==> src/rtl/chaser_step_ctrl_pkg.sv <==
// chaser_pkg: shared sizes, position type and step-period helper for the chaser control stage
// Ports: none (package)
package chaser_pkg;
    localparam int NUM_POSITIONS = 8;
    localparam int POS_WIDTH = $clog2(NUM_POSITIONS);
    localparam int SPEED_WIDTH = 3;
    typedef logic [POS_WIDTH-1:0] pos_t;
    // Period = speed level in the top bits, all-ones in the remaining low bits.
    function automatic logic [31:0] step_period(input logic [SPEED_WIDTH-1:0] level, input int counter_width);
        return ({29'd0, level} << (counter_width - SPEED_WIDTH))
             | ((32'd1 << (counter_width - SPEED_WIDTH)) - 32'd1);
    endfunction
endpackage

==> src/rtl/chaser_step_ctrl_if.sv <==
// chaser_step_ctrl_if: raw switch inputs and step/position outputs of the chaser control stage
// Signals: speed_in[2:0] (raw, active-low), direction_in (raw, 1 = increment),
//          pause_in (raw, only with CHASER_PAUSE_EN), step_out, step_dir, position[2:0], speed_level[2:0]
// Modports: master drives the raw inputs, slave is the control stage.
interface chaser_step_ctrl_if;
    import chaser_pkg::*;
    logic [SPEED_WIDTH-1:0] speed_in;
    logic direction_in;
`ifdef CHASER_PAUSE_EN
    logic pause_in;
`endif
    logic step_out;
    logic step_dir;
    pos_t position;
    logic [SPEED_WIDTH-1:0] speed_level;
    modport master (
`ifdef CHASER_PAUSE_EN
        output pause_in,
`endif
        output speed_in, direction_in,
        input step_out, step_dir, position, speed_level
    );
    modport slave (
`ifdef CHASER_PAUSE_EN
        input pause_in,
`endif
        input speed_in, direction_in,
        output step_out, step_dir, position, speed_level
    );
endinterface

==> src/rtl/chaser_step_ctrl_sync_debounce.sv <==
// sync_debounce: one-bit synchroniser followed by a stability debouncer
// Ports: clk, reset (sync, active-high), din (raw asynchronous input), stable (debounced value)
// A new value is accepted 2**DEBOUNCE_WIDTH cycles after the synchronised value first differs;
// any return to the stable value restarts the count.
module sync_debounce #(
    parameter int SYNC_STAGES = 2,
    parameter int DEBOUNCE_WIDTH = 16,
    parameter logic RESET_VAL = 1'b0
) (
    input  logic clk,
    input  logic reset,
    input  logic din,
    output logic stable
);
    logic [SYNC_STAGES-1:0] sync;
    logic [DEBOUNCE_WIDTH-1:0] count;
    logic synced;
    assign synced = sync[SYNC_STAGES-1];
    always_ff @(posedge clk) begin
        if (reset) begin
            sync <= {SYNC_STAGES{RESET_VAL}};
            stable <= RESET_VAL;
            count <= '0;
        end else begin
            sync <= {sync[SYNC_STAGES-2:0], din};
            if (synced == stable) begin
                count <= '0;
            end else if (&count) begin
                stable <= synced;
                count <= '0;
            end else begin
                count <= count + DEBOUNCE_WIDTH'(1);
            end
        end
    end
endmodule

==> src/rtl/chaser_step_ctrl.sv <==
// chaser_step_ctrl: debounced speed/direction control producing the chase step tick and position
// Ports: clk, reset (sync, active-high), bus (chaser_step_ctrl_if.slave: raw switches in,
//        step_out/step_dir/position/speed_level out)
// Optional: define CHASER_PAUSE_EN to add a debounced pause_in that freezes counting.
module chaser_step_ctrl
    import chaser_pkg::*;
#(
    parameter int COUNTER_WIDTH = 24,
    parameter int DEBOUNCE_WIDTH = 16,
    parameter int SYNC_STAGES = 2
) (
    input logic clk,
    input logic reset,
    chaser_step_ctrl_if.slave bus
);
    logic [SPEED_WIDTH-1:0] stable_speed;
    logic stable_dir;
    logic dir;
    logic paused;
    logic [COUNTER_WIDTH-1:0] count;
    logic [COUNTER_WIDTH-1:0] period;
    pos_t pos;
    logic step;

    // Speed switches are active-low, so they idle high out of reset.
    for (genvar i = 0; i < SPEED_WIDTH; i++) begin : g_speed
        sync_debounce #(.SYNC_STAGES(SYNC_STAGES), .DEBOUNCE_WIDTH(DEBOUNCE_WIDTH), .RESET_VAL(1'b1)) u_speed (
            .clk(clk), .reset(reset), .din(bus.speed_in[i]), .stable(stable_speed[i])
        );
    end

    sync_debounce #(.SYNC_STAGES(SYNC_STAGES), .DEBOUNCE_WIDTH(DEBOUNCE_WIDTH), .RESET_VAL(1'b0)) u_dir (
        .clk(clk), .reset(reset), .din(bus.direction_in), .stable(stable_dir)
    );

`ifdef CHASER_PAUSE_EN
    logic dir_q;
    sync_debounce #(.SYNC_STAGES(SYNC_STAGES), .DEBOUNCE_WIDTH(DEBOUNCE_WIDTH), .RESET_VAL(1'b0)) u_pause (
        .clk(clk), .reset(reset), .din(bus.pause_in), .stable(paused)
    );
    // Direction in effect is frozen while paused.
    always_ff @(posedge clk) begin
        if (reset) dir_q <= 1'b0;
        else if (!paused) dir_q <= stable_dir;
    end
    assign dir = dir_q;
`else
    assign paused = 1'b0;
    assign dir = stable_dir;
`endif

    assign period = COUNTER_WIDTH'(step_period(~stable_speed, COUNTER_WIDTH));

    // The >= compare lets a shorter period take effect on the next edge without overrunning.
    always_ff @(posedge clk) begin
        if (reset) begin
            count <= '0;
            pos <= '0;
            step <= 1'b0;
        end else if (paused) begin
            step <= 1'b0;
        end else if (count >= period) begin
            count <= '0;
            step <= 1'b1;
            pos <= dir ? pos + POS_WIDTH'(1) : pos - POS_WIDTH'(1);
        end else begin
            count <= count + COUNTER_WIDTH'(1);
            step <= 1'b0;
        end
    end

    assign bus.step_out = step;
    assign bus.step_dir = dir;
    assign bus.position = pos;
    assign bus.speed_level = ~stable_speed;
endmodule

==> src/flat_wrapper.sv <==
// flat-port wrapper written by rule: the top's interface ports become plain ports
module chaser_step_ctrl_flat import chaser_pkg::*;
#(
    parameter int COUNTER_WIDTH = 24,
    parameter int DEBOUNCE_WIDTH = 16,
    parameter int SYNC_STAGES = 2
)
  (clk, reset, bus_speed_in, bus_direction_in, bus_step_out, bus_step_dir, bus_position, bus_speed_level);
  chaser_step_ctrl_if bus_i ();
  input logic clk;
  input logic reset;
  input wire logic [$bits(bus_i.speed_in)-1:0] bus_speed_in;
  input wire logic [$bits(bus_i.direction_in)-1:0] bus_direction_in;
  output wire logic [$bits(bus_i.step_out)-1:0] bus_step_out;
  output wire logic [$bits(bus_i.step_dir)-1:0] bus_step_dir;
  output wire logic [$bits(bus_i.position)-1:0] bus_position;
  output wire logic [$bits(bus_i.speed_level)-1:0] bus_speed_level;
  assign bus_i.speed_in = bus_speed_in;
  assign bus_i.direction_in = bus_direction_in;
  assign bus_step_out = bus_i.step_out;
  assign bus_step_dir = bus_i.step_dir;
  assign bus_position = bus_i.position;
  assign bus_speed_level = bus_i.speed_level;
  chaser_step_ctrl #(.COUNTER_WIDTH(COUNTER_WIDTH), .DEBOUNCE_WIDTH(DEBOUNCE_WIDTH), .SYNC_STAGES(SYNC_STAGES)) u_core (.clk(clk), .reset(reset), .bus(bus_i));
endmodule
==> config.mk <==
export PLATFORM = sky130hd
export DESIGN_NAME = chaser_step_ctrl_flat
export DESIGN_NICKNAME = d
export VERILOG_FILES = /design/src/rtl/chaser_step_ctrl_pkg.sv /design/src/rtl/chaser_step_ctrl_if.sv /design/src/rtl/chaser_step_ctrl_sync_debounce.sv /design/src/rtl/chaser_step_ctrl.sv /design/src/flat_wrapper.sv
export SDC_FILE = /design/constraint.sdc
export NUM_CORES = 1
export LEC_CHECK = 0
export CORE_UTILIZATION = 30
export DETAILED_ROUTE_END_ITERATION = 8
export PLACE_DENSITY = 0.57
export SETUP_SLACK_MARGIN = 0.15
export SYNTH_ARGS = -nofsm -noshare
export SYNTH_HDL_FRONTEND = slang
export SYNTH_SLANG_ARGS = --single-unit
==> constraint.sdc <==
create_clock -name clk -period 3.69 [get_ports clk]
set_input_delay 0.5535 -clock clk [delete_from_list [all_inputs] [get_ports clk]]
set_output_delay 0.5535 -clock clk [all_outputs]
set_load 0.005 [all_outputs]
=== Word-level counts from Yosys, hierarchy flattened ===
Index checks and enable logic that the tools add are counted.

* Eq/ne operators: 4
* Mux-type cells: 2
* Add/sub/neg operators: 7
* Reductions and logical operators: 13
* Bitwise operators: 5
* Magnitude comparators: 1

{| class="wikitable"
|+ Operators by type and width
! kind !! number
|-
| AND reduction 17 bit || 4
|-
| adder 16 x 1 -> 16 bit, second input constant || 4
|-
| AND reduction 16 bit || 4
|-
| adder 24 x 1 -> 24 bit, second input constant || 1
|-
| greater-or-equal comparator 24 bit || 1
|-
| OR reduction 3 bit || 4
|-
| == test 1 bit || 4
|-
| inverter 1 bit || 4
|-
| adder 3 x 1 -> 3 bit, second input constant || 1
|-
| 2-to-1 mux 3 bit || 1
|-
| inverter 3 bit || 1
|-
| subtractor 3 x 1 -> 3 bit, second input constant || 1
|-
| OR reduction 2 bit || 1
|-
| 2-to-1 mux 1 bit || 1
|}

* Bits of input ports: 6
* Logic and storage cells: 47
* Output and inout bits: 8
* Bits in registers: 104

=== Longest topological paths before layout ===
* Depth after elaboration: 3
* Mapped depth: 6
* Depth with buffers taken out: 6

=== Hierarchy ===
From an unflattened synthesis, not the netlist that was laid out.

* Cells, all modules: 500
* Area, all modules: 4594.4 um^2

{| class="wikitable"
|+ Modules (own cells, without submodules)
! module !! area each (um^2) !! seq. area each (um^2) !! times used !! cells an instance
|-
| sync_debounce at u_core.g_speed[0].u_speed ... || 808.3 || 380.4 || 3 || 87
|-
| chaser_step_ctrl || 1356.3 || 560.5 || 1 || 151
|-
| sync_debounce at u_core.u_dir || 813.3 || 380.4 || 1 || 88
|}

=== Worst setup path before layout ===
No wires, ideal clock.

* Kind: register to register
* From: reg u_core.count[0]
* To: reg u_core.pos[0] (netlist: u_core.bus.position[0])
* Slack: 2.012 ns
* Buffers on the path: 0
* Arrival: 1.554 ns
* Setup time: 0.123 ns
* Cell stages (with the launch flop): 6
* Data required time: 3.567 ns
* Clock period less this slack: 1.678 ns
* Path through: dfxtp_1 ha_1 and4_1 and4bb_2 a21oi_2 mux2_1

* Cells in the longest elaborated chain, start to end: 1

{| class="wikitable"
|+ Ends and longest elaborated chain
! what !! RTL line !! text
|-
| from (decl) || chaser_step_ctrl.sv:20 || <nowiki>logic [COUNTER_WIDTH-1:0] count;</nowiki>
|-
| from (signal assigned) || chaser_step_ctrl.sv:67 || <nowiki>count <= count + COUNTER_WIDTH'(1);</nowiki>
|-
| greater-or-equal comparator 24 bit || chaser_step_ctrl.sv:62 || <nowiki>end else if (count >= period) begin</nowiki>
|-
| to (signal assigned) || chaser_step_ctrl.sv:65 || <nowiki>pos <= dir ? pos + POS_WIDTH'(1) : pos - POS_WIDTH'(1);</nowiki>
|-
| to (decl) || chaser_step_ctrl.sv:22 || <nowiki>pos_t pos;</nowiki>
|}

Every way passes these cells.
A chain may end at the register's enable or synchronous reset.

=== Final worst setup path ===
* From: reg u_core.count[0]
* To: reg u_core.count[6]

* Cells in the longest elaborated chain, start to end: 2
* Elaborated cells between the ends (all ways): 3
* Classes of those cells: add/sub: 1; order compare: 1; reduce/logical: 1

{| class="wikitable"
|+ Ends and longest elaborated chain
! what !! RTL line
|-
| greater-or-equal comparator 24 bit || chaser_step_ctrl.sv:62
|-
| OR reduction 2 bit (no source line) || --
|}

Parallel ways exist; a longest one is shown, timed or not.

==> impl_metrics.py <==
metrics = {
    "drt": {
        "avgViaCountPerCell": 4.80,
        "route.detailed.drc": 0,
        "vias": 3376,
        "drtPass1Iterations": 7,
        "wire_per_inst_um": 11.8,
        "drt_wl_total_mm": 8.30,
        "detail-route-antenna-nets": 0,
        "detailedRoute.firstIterationViolations": 180,
    },
    "cts": {
        "ctsHtreeMaxLevel": 3,
        "tritoncts": "done",
        "numClockSinks": 104,
        "root_buffer": "clkbuf_16",
        "post_cts_resized": 0,
        "clkLatencyLatePin_ns": 0.34,
        "cts_setup_buffers": 0,
        "clk_pin_slew_ns": 0.07,
        "cts_inserted_buffers": 9,
        "post_cts_hold_buffer_count": 0,
        "ctsLongestPathBuffers": 2,
    },
    "status": {
        "outcome": "complete, no violations",
    },
    "logic_synthesis": {
        "synth_async_sr_flop_share_pct": 0,
        "syn-cell-area_mm2": 0.00455,
        "ys_ff_latch": 104,
        "ys.warnings.count": 0,
        "count_of_flip_flops_with_a_built_in_enable_after_synthesis": 0,
        "syn_area_per_cell_um2": 8.98,
        "synth_top_cell_by_area": "dfxtp_1",
        "yosysUniqueCellTypes": 47,
        "synth_top_area_share_pct": 45.7,
        "synth.net_count": 522,
        "synth.area.top_cells": "dfxtp_1 46%, nor2_1 7.7%, xnor2_1 7.3%",
        "postSynthCellCount": 507,
        "synth-main-ff-cell": "dfxtp_1",
        "yosysSeqAreaShare_pct": 45.7,
    },
    "sta": {
        "clock_skew_ns": 0.00738,
        "setup_violations": 0,
        "post-route-min-period_ns": 2.09,
        "clock.fmax_mhz": 478,
        "timing.max_slew.rel_slack_pct": 42.1,
        "grt_setup_unrepaired": "no",
        "final-hold-violation-count": 0,
        "worstMarginPinSlew_ns": 0.866,
        "share_of_the_clock_period_used_by_the_worst_path_pct": 56.7,
        "layout_setup_ws_ns": 1.60,
        "final-max-slew-violation-count": 0,
        "final.setup.tns_ns": 0,
    },
    "worst_setup_path": {
        "worst-r2r-cell-count": 5,
        "critical-path-slowest-cell": "a21o_1",
        "worst-endpoint-arrival_ns": 2.30,
        "family_with_the_most_delay_on_the_worst_path": "simple AND/OR/NAND/NOR gates",
        "timing.critical_path.required_ns": 3.90,
        "setup.worst_path.class": "reg2reg",
        "end_kind": "flop",
        "worst_path_largest_cell_delay_ns": 0.58,
        "regToRegEndpoint": "u_core.count[6]$_SDFF_PP0_",
        "critical_path.reg2reg.startpoint": "u_core.count[0]$_SDFF_PP0_",
        "critPathBufInv": 0,
        "critical_path.cell_chain": "ha_1 > and4_1 > and4bb_2 > a21o_1 > nor2_1",
        "reg2reg_setup_slack_ns": 1.60,
        "worstPathMaxFanout": 22,
        "worst_setup_path_start_kind": "flop",
    },
    "global_route": {
        "grtUsageTotal_pct": 11.5,
        "grt_max_degree": 26,
        "grt_overflow": 0,
        "grt_pass1_wl_mm": 14.6,
        "grt_pass1_vias": 3196,
        "antenna_found_initial": 0,
    },
    "floorplanning": {
        "boundaryPins": 14,
        "start_util_pct": 31.1,
        "die_area_mm2": 0.0157,
        "fp.coreArea_mm2": 0.0146,
        "die_h_um": 125,
        "rows": 44,
        "die_x_extent_um": 125,
    },
    "placed_design": {
        "dp.cells": 689,
        "place.port_buffers": 13,
        "detailed_place_hpwl_mm": 5.72,
        "place.gp.congestion": 0.783,
        "dp_slack_ns": 1.39,
        "placedInstanceArea_mm2": 0.00484,
    },
    "power": {
        "ir_worst_vdd_v": 0.000285,
        "power-per-cell-area_mw_per_mm2": 433,
        "power.leakage_nw": 1.69,
    },
    "cells_and_area": {
        "fill_cells": 1488,
        "drive_above_1_share_pct": 5.96,
        "num-nets-final": 531,
        "final_instance_area_mm2": 0.00517,
        "area_delta_synth_final_pct": 13.6,
        "antennaDiodeCount": 0,
        "post_layout_nonfiller_instances": 704,
    },
    "run": {
        "maxCapViolations": 0,
    },
    "hold_path": {
        "hold_path.class": "reg2reg",
        "holdCritStartpoint": "u_core.g_speed[1].u_speed.sync[0]$_SDFF_PP1_",
        "worstHoldPathCells": 1,
        "whs_endpoint": "u_core.g_speed[1].u_speed.sync[1]$_SDFF_PP1_",
    },
}
[layout by cell type (no fill, tap or decap), types with 2 or more instances in the layout]
cell type and count:
or3_1 5, inv_1 20, and2_1 4, xor2_1 34
xnor2_1 38, or2_2 6, clkbuf_16 9, clkdlybuf4s50_1 13
nand4_1 23, o21ai_0 2, and3_1 8, o31ai_1 4
dfxtp_1 104, nor4_1 9, bufinv_16 3, nor2_1 94
nand3_1 31, a31o_1 2, nor2b_1 3, nand2_1 19
or4_1 4, nor3_1 14, nand4_2 3, a21oi_1 14
a311o_1 3, ha_1 8, nand2b_1 6, a21o_1 6
and4_1 9
[layer usage]
metal / routed length [um] / vias to the layer above / share of wire (%) / global-route usage, %
met5: 0 / - / 0 / 0
met4: 136 / 0 / 1.6 / 4.66
met3: 303 / 9 / 3.7 / 3.89
met2: 3810 / 49 / 46 / 18.4
met1: 4050 / 1566 / 49 / 14.2
li1: - / 1752 / - / -
[where the power goes]
part           switching, mW  internal (mW)  leakage, nW
Combinational         0.0200         0.0158        0.689
Sequential           0.00656           1.13        0.840
Clock                  0.405          0.660        0.159
Total                  0.432           1.81         1.69
[worst max-delay path by stage]
stage	from	to	slack, ns	cells past startpoint
global placement	reset	u_core.count[12]$_SDFF_PP0_	1.44	5
floorplan	u_core.count[0]$_SDFF_PP0_	u_core.bus.position[0]$_SDFFE_PP0P_	2.01	5
CTS	u_core.count[0]$_SDFF_PP0_	u_core.count[6]$_SDFF_PP0_	1.54	5
detailed placement	reset	u_core.count[6]$_SDFF_PP0_	1.39	5
finish	u_core.count[0]$_SDFF_PP0_	u_core.count[6]$_SDFF_PP0_	1.60	5
global route	u_core.u_dir.count[2]$_SDFF_PP0_	u_core.u_dir.count[11]$_SDFF_PP0_	1.39	4
[kinds of logic after synthesis]
kind of cell    share of synthesized area (%)
buf+inv                                  3.49
xor+xnor                                 13.9
flops                                    45.7
compound gates                           6.10
fa+ha+maj                                2.64
mux                                     0.467
simple gates                             27.7
[synth_stat cells (all sizes together) (3+ instances only)]
cell / number
or3: 5
a311o: 3
nand3: 32
nand2b: 6
and4: 9
xor2: 34
nand4: 26
nor3: 15
nor2: 94
dfxtp: 104
nand2: 20
o21ai: 3
nor4: 10
and2: 4
buf: 9
and3: 8
a21oi: 15
xnor2: 38
a31o: 3
clkbuf: 7
o31ai: 4
or2: 6
or4: 4
nor2b: 3
ha: 8
a21o: 6
inv: 20
[metrics by stage]
| step | hold WS, ns | util [%] | total power, mW |
|---|---|---|---|
| floorplan | 0.389 | - | 1.19 |
| global placement | 0.391 | 33.0 | 1.20 |
| detailed placement | 0.396 | 33.0 | 1.20 |
| CTS | 0.414 | 35.3 | 2.29 |
| global route | 0.430 | 35.3 | 2.33 |
| finish | 0.413 | 35.3 | 2.24 |
[cell type report]
type	count	area, um2	share of cell area (%)
multi-input cells	367	2310	44.7
clock buffers	10	229	4.43
inverters	20	75.1	1.45
repair buffers	14	138	2.66
clock inverters	5	106	2.06
well taps	184	230	4.45
flip-flops and latches	104	2080	40.3
[sequential cells by signal (all words and copies together), names as in the netlist]
signal and cells:
u_core.bus.step_out 1, u_core.u_dir.count 16, u_core.bus.position 3, u_core.g_speed.u_speed.stable 3
u_core.u_dir.sync 2, u_core.g_speed.u_speed.count 48, u_core.count 24, u_core.u_dir.stable 1
u_core.g_speed.u_speed.sync 6
(Power assumes the default switching activity.)
